==> config.mk <==
export PLATFORM = sky130hd
export DESIGN_NAME = frecmd_regbank
export DESIGN_NICKNAME = d
export VERILOG_FILES = /design/src/rtl/frecmd_regbank.sv
export SDC_FILE = /design/constraint.sdc
export NUM_CORES = 1
export LEC_CHECK = 0
export ABC_AREA = 1
export CAP_MARGIN = 0
export CORE_MARGIN = 1
export CORE_UTILIZATION = 38
export DETAILED_ROUTE_END_ITERATION = 8
export PLACE_DENSITY = 0.86
export SYNTH_ARGS = -nofsm -noshare
export SYNTH_HDL_FRONTEND = slang
export SYNTH_SLANG_ARGS = --single-unit
==> constraint.sdc <==
create_clock -name clk -period 3.2 [get_ports clk]
set_clock_uncertainty 0.2 [all_clocks]
set_input_delay 0.64 -clock clk [delete_from_list [all_inputs] [get_ports clk]]
set_output_delay 0.64 -clock clk [all_outputs]
set_load 0.01 [all_outputs]
==> src/rtl/frecmd_regbank.sv <==
// SPI command decoder and register bank: gate-time writes, channel/ID/status readback, error counter.
// Optional FRECMD_SNAPSHOT_EN: a channel-0 read snapshots every channel so later reads are coherent.
module frecmd_regbank #(
    parameter int                DATA_W       = 32,
    parameter int                NCH          = 4,
    parameter int                GATE_W       = 24,
    parameter logic [GATE_W-1:0] GATE_DEFAULT = 24'd1_000_000,
    parameter logic [15:0]       ID_WORD      = 16'h5AA5
) (
    input  logic                  clk,
    input  logic                  rst,
    input  logic [NCH*DATA_W-1:0] ch_data,
    input  logic [DATA_W-1:0]     spi_rx_data,
    input  logic                  spi_rx_valid,
    output logic [DATA_W-1:0]     spi_tx_data,
    output logic [GATE_W-1:0]     gate_time,
    output logic                  gate_update,
    output logic                  cmd_done,
    output logic                  cmd_err
);

    typedef enum logic [1:0] {IDLE, DECODE, EXEC} state_t;

    state_t              state, state_nxt;
    logic                r1, r2, pos;
    logic                accept, drop, exec;
    logic [3:0]          op, sel;
    logic [GATE_W-1:0]   pay;
    logic [7:0]          err_cnt;
    logic                busy_seen;
    logic [DATA_W-1:0]   ch [NCH];
    logic [DATA_W-1:0]   chan_word, rd_word;
    logic                rd_ok, gate_ok, clr, rej, snap_load;

    always_comb begin
        for (int k = 0; k < NCH; k++) ch[k] = ch_data[k*DATA_W +: DATA_W];
    end

    assign pos    = r1 & ~r2;
    assign accept = pos & (state == IDLE);
    assign drop   = pos & (state != IDLE);
    assign exec   = (state == EXEC);

    always_ff @(posedge clk or posedge rst) begin
        if (rst) begin
            r1 <= 1'b0;
            r2 <= 1'b0;
        end else begin
            r1 <= spi_rx_valid;
            r2 <= r1;
        end
    end

    always_ff @(posedge clk or posedge rst) begin
        if (rst) state <= IDLE;
        else     state <= state_nxt;
    end

    always_comb begin
        state_nxt = state;
        case (state)
            IDLE:    if (pos) state_nxt = DECODE;
            DECODE:  state_nxt = EXEC;
            EXEC:    state_nxt = IDLE;
            default: state_nxt = IDLE;
        endcase
    end

    // Fields are captured on the edge that enters DECODE, while the SPI word is still stable.
    always_ff @(posedge clk) begin
        if (accept) begin
            op  <= spi_rx_data[DATA_W-1 -: 4];
            sel <= spi_rx_data[DATA_W-5 -: 4];
            pay <= spi_rx_data[GATE_W-1:0];
        end
    end

`ifdef FRECMD_SNAPSHOT_EN
    logic [DATA_W-1:0] shadow [NCH];

    always_ff @(posedge clk or posedge rst) begin
        if (rst) begin
            for (int k = 0; k < NCH; k++) shadow[k] <= '0;
        end else if (snap_load) begin
            for (int k = 0; k < NCH; k++) shadow[k] <= ch[k];
        end
    end

    always_comb begin
        chan_word = ch[0];
        for (int k = 1; k < NCH; k++)
            if (int'(sel) == k) chan_word = shadow[k];
    end
`else
    always_comb begin
        chan_word = ch[0];
        for (int k = 1; k < NCH; k++)
            if (int'(sel) == k) chan_word = ch[k];
    end
`endif

    always_comb begin
        rd_ok     = 1'b0;
        rd_word   = spi_tx_data;
        gate_ok   = 1'b0;
        clr       = 1'b0;
        rej       = 1'b0;
        snap_load = 1'b0;
        if (exec) begin
            case (op)
                4'd4: begin
                    if (pay != '0) gate_ok = 1'b1;
                    else           rej     = 1'b1;
                end
                4'd5: begin
                    if (int'(sel) < NCH) begin
                        rd_ok     = 1'b1;
                        rd_word   = chan_word;
                        snap_load = (sel == 4'd0);
                    end else if (sel == 4'd14) begin
                        rd_ok   = 1'b1;
                        rd_word = DATA_W'(ID_WORD);
                    end else if (sel == 4'd15) begin
                        rd_ok   = 1'b1;
                        rd_word = DATA_W'({err_cnt, 7'd0, busy_seen});
                    end else begin
                        rej = 1'b1;
                    end
                end
                4'd6:    clr = 1'b1;
                default: rej = 1'b1;
            endcase
        end
    end

    always_ff @(posedge clk or posedge rst) begin
        if (rst) begin
            spi_tx_data <= '0;
            gate_time   <= GATE_DEFAULT;
            gate_update <= 1'b0;
            cmd_done    <= 1'b0;
            cmd_err     <= 1'b0;
            err_cnt     <= 8'd0;
            busy_seen   <= 1'b0;
        end else begin
            gate_update <= gate_ok;
            cmd_done    <= exec;
            cmd_err     <= rej;
            if (rd_ok)   spi_tx_data <= rd_word;
            if (gate_ok) gate_time   <= pay;
            if (clr)                         err_cnt <= 8'd0;
            else if (rej && err_cnt != 8'hFF) err_cnt <= err_cnt + 8'd1;
            // A dropped strobe is newer information than a clear in the same cycle.
            if (drop)     busy_seen <= 1'b1;
            else if (clr) busy_seen <= 1'b0;
        end
    end

endmodule

---- After elaboration in Yosys (flattened, before gate mapping) ----
Index checks and enable logic that the tools add are counted.
operators by class
  reductions and logical operators ........ 8
  add/sub/neg operators ................... 1
  $lt $le $gt $ge ......................... 1
  multiplexer cells ....................... 28
  bitwise gates (word level) .............. 4
  eq/ne operators ......................... 12
operators by type and width
  kind                 number
  $mux 32              6
  $reduce_bool 24->1   1
  $eq 4x3->1 const B   5
  $mux 1               17
  $mux 8               2
  $add 8x1->8 const B  1
  $eq 4x4->1 const B   2
  $ne 8x8->1 const B   1
  $reduce_bool 2->1    3
  $eq 4x2->1 const B   1
  $lt 4x3->1 const B   1
  $pmux 2 s2           1
  $reduce_and 4->1     1
  $and 1x1->1          3
  $pmux 1 s3           1
  $reduce_bool 3->1    1
  $eq 2x1->1 const B   1
  $eq 2x2->1 const B   1
  $logic_not 2->1      1
  $mux 2               1
  $ne 2x2->1 const B   1
  $logic_and 1x1->1    1
  $not 1->1            1
storage, ports and cells
  input port bits ......................... 163
  register bits ........................... 104
  output and inout bits ................... 59

---- Longest topological paths before layout ----
  depth in word-level cells ............... 9
  mapped depth ............................ 10
  depth with buffers taken out ............ 10

---- Worst setup path before layout ----
OpenSTA, ideal clock, no wires.
  path type ............................... flip-flop to flip-flop
  start ................................... reg state[1]
  end ..................................... reg op[0] (enable)
  buffers on the path ..................... 0
  cell stages (with the launch flop) ...... 3
  required time ........................... 2539 ps
  arrival time ............................ 2890 ps
  path slack .............................. -351 ps
  path through ............................ dfrtp_1 or2_2 nor3_1
on the way
  cells in the longest elaborated chain, start to end .. 2
RTL lines
  what                      line  RTL
  start: declaration        24    state_t state, state_nxt;
  start signal: assignment  56    else state <= state_nxt;
  $logic_not 2->1           40    assign accept = pos & (state == IDLE);
  $and 1x1->1               40
  net accept                26    logic accept, drop, exec;
  end signal: assignment    72    op <= spi_rx_data[DATA_W-1 -: 4];
  end: declaration          27    logic [3:0] op, sel;
The timed path passes the listed nets, and every way through them passes these cells.
A chain may end at the register's enable or synchronous reset.

---- Worst setup path in the final report ----
  start ................................... reg sel[3]
  end ..................................... reg spi_tx_data[18]
on the way
  cells in the longest elaborated chain, start to end .. 7
  elaborated cells on any way between the ends .. 18
  those cells by class .................... 1 x order compare; 5 x eq/ne; 10 x mux; 2 x reduce/logical
RTL lines
  what                               line  RTL
  start: declaration                 27
  start signal: assignment           73    sel <= spi_rx_data[DATA_W-5 -: 4];
  $eq 4x4->1                         123   end else if (sel == 4'd15) begin
  $mux 1                             123
  $mux 1                             120   end else if (sel == 4'd14) begin
  $mux 1                             116   if (int'(sel) < NCH) begin
  $mux 1                             110   case (op)
  $mux 1                             109   if (exec) begin
  $reduce_and 4->1 (no source line)  -
  end signal: assignment             149   if (rd_ok) spi_tx_data <= rd_word;
  end: declaration                   15    output logic [DATA_W-1:0] spi_tx_data,
Several ways; a longest one is shown, not always the timed one.

==> key figures <==
Clock tree
  • CTS H-tree lvls: 3
  • Clk slew on worst S/H paths: 70 ps
  • CTS Buf Count: 9
  • Postcts setup bufs: 0
  • Clock tree buffer depth: 2
  • CTS Sinks: 104
  • TritonCTS clock tree: yes
  • Root Buffer: clkbuf_16
  • Post-CTS Resized: 0
  • Post-cts hold buffer count: 0
  • Clk_lat worst skew: 360 ps

Global routing
  • GR Layer Usage met1: 0.278
  • Initial antenna violation count: 0
  • Vias in the first global route: 5027
  • Largest net degree at the start of global routing: 73
  • Total gr overflow: 0
  • GRT busiest layer: met2
  • Global Route met2 Usage: 0.400
  • First-pass GRT wire length: 25.1 mm
  • GR met3 Demand/Resource: 0.0572
  • Tot GR Track Use: 0.232

Worst setup path
  • Cell family with most CP delay: simple AND/OR/NAND/NOR gates
  • Reg2Reg Setup Slack: 770 ps
  • Worst path bufs/invs: 1
  • Worst setup SP type: register
  • CP max stage cell: edfxtp_1
  • Max FO, Critical Path: 37
  • CP Class: register to register
  • Worst EP required: 3230 ps
  • Crit. End Element: register
  • CP Cell Sequence: nor2_4 -> nand3_2 -> buf_4 -> o21ai_0 -> nand2_1 -> o2111ai_1 -> nand2_1
  • Most frequent CP cell: nand2_1
  • Slowest stage delay, CP: 420 ps
  • CP arrival: 2460 ps

Yosys
  • Net Count, Synth: 768
  • Seq/Total Area, Yosys: 0.547
  • Share of the synthesized area in the top cell type: 0.321
  • Synthesized area per cell: 8.39 um^2
  • Gate Count Post-Synth: 604
  • Yosys top cell by area: dfrtp_1
  • Cell area after synthesis: 5070 um^2
  • Area contributors post-synth: dfrtp_1 32%, edfxtp_1 19%, nand2_1 15%, nand3_1 7.3%, nor2_1 4.4%
  • Post-synth cell types: 30
  • YS warnings: 0
  • #FFs+latches synth: 104

Timing
  • Final Hold Viols: 0
  • Setup_tns: 0 ps
  • # setup viols final: 0
  • Final worst path period share: 0.759
  • Fmax: 412 MHz
  • Final slew viol count: 0
  • Worst slew margin: 0.544
  • Unrepaired setup endpoints after global routing: no
  • Crit path time final: 2430 ps
  • Worst Tran Pin Value: 681 ps

Finish
  • Diodes inserted: 0
  • Nets: 977
  • Area growth, synth to finish: 52.7%
  • Finished Cell Area: 7740 um^2
  • Filler cell count in the final layout: 1094
  • Share of cells above drive strength 1: 0.0587

Drt
  • Antenna Nets Post-Route: 0
  • Vias/cell: 5.03
  • Detailed Route Iter0 Violations: 274
  • Drt wl/cell: 15.9 um
  • Final WL: 15.7 mm
  • Vias post-DR: 4982
  • Drt first pass iters: 5
  • DR DRC count: 0

Power
  • P per Cell Area: 440 nW/um^2
  • Pleak: 0.00332 uW
  • Peak VDD IR: 0.380 mV

Min path
  • Hold/Removal Path Class: register to register

Die
  • Initial Util: 0.395
  • Io pins: 222
  • Die area: 13800 um^2
  • Die X: 118 um
  • Die H: 118 um
  • Core area: 12800 um^2
  • Num rows: 41

Outcome
  • Status: completed

Place
  • Dpl cell area: 7450 um^2
  • IO Port Bufs: 221
  • Hpwl dp: 11.6 mm
  • GPL Wtd Cong: 0.884

Flow run
  • Max Cap Viol: 0
[sequential cells by signal, indices dropped and copies added, names as in the netlist]
name	count
gate_update	1
cmd_err	1
pay	24
busy_seen	1
err_cnt	8
r2	1
gate_time	24
sel	4
r1	1
op	4
state	2
spi_tx_data	32
cmd_done	1
[logic make-up after synthesis]
kind of cell               share of synthesized area
AOI/OAI and AO/OA                              0.102
buffers and inverters                         0.0491
adders and majority gates                    0.00247
and+or+nand+nor                                0.291
DFF                                            0.547
xor gates and xnor gates                     0.00864
[placed cells by master (no fill, tap or decap), types with 3 or more instances in the layout]
master	n
clkinv_1	3
buf_4	7
nand3_1	74
inv_2	4
clkdlybuf4s50_1	221
o2111ai_1	20
dfstp_2	7
nand2_1	197
clkbuf_16	9
nor2_1	60
a31oi_1	12
a21oi_1	8
nand2_2	4
nor3_1	5
inv_1	20
edfxtp_1	32
xor2_1	5
dfrtp_1	65
o21ai_0	38
o21ai_1	6
[cell type report]
type / count / area [um^2] / area share
flip-flops and latches: 104 / 2770 / 0.358
inverters: 26 / 97.6 / 0.0126
well taps: 172 / 215 / 0.0278
clock inverters: 7 / 65.1 / 0.00841
multi-input cells: 442 / 2060 / 0.266
clock buffers: 9 / 225 / 0.0291
repair buffers: 230 / 2300 / 0.298
[metrics by stage]
stage | hold slack, ps | total power, uW | setup slack [ps] | instances | util
global route | 205 | 3560 | 508 | 990 | 0.604
floorplan | 154 | 1900 | 547 | 604 | -
detailed placement | 165 | 2360 | 753 | 974 | 0.581
CTS | 181 | 3430 | 739 | 990 | 0.604
finish | 180 | 3410 | 771 | 990 | 0.604
global placement | 161 | 2340 | 827 | 974 | 0.581
[path summary, 6_finish.rpt]
kind,from,to,cells after the start
worst max-delay path,sel[3],spi_tx_data[18],7
worst min-delay path,r1,r2,0
worst max register to register,sel[3],spi_tx_data[18],7
worst min register to register,r1,r2,0
max in group asynchronous,rst,gate_time[19],3
min in group asynchronous,rst,gate_time[3],3
[report_power, final]
group          internal, uW  switching [uW]  total, uW  leakage, uW
logic                   423             302        725      0.00207
clock network           547             523       1070     0.000144
registers              1520            95.3       1610      0.00110
[metal layers]
layer | wire length, um | vias to the layer above
met1 | 6580 | 2319
met4 | 396 | 0
met5 | 0 | -
li1 | - | 2449
met3 | 1140 | 29
met2 | 7590 | 185
[cells in the mapped netlist (all sizes together)]
| master | count |
|---|---|
| dfstp | 7 |
| nand3 | 76 |
| a21oi | 8 |
| clkbuf | 19 |
| o2111ai | 20 |
| inv | 24 |
| clkinv | 2 |
| or2 | 1 |
| buf | 13 |
| dfrtp | 65 |
| o21ai | 44 |
| nand4 | 2 |
| edfxtp | 32 |
| ha | 1 |
| xor2 | 5 |
| nor3 | 7 |
| a31oi | 12 |
| nor2 | 64 |
| a22o | 1 |
| nand2 | 201 |
Power figures use the tool's default switching activity.
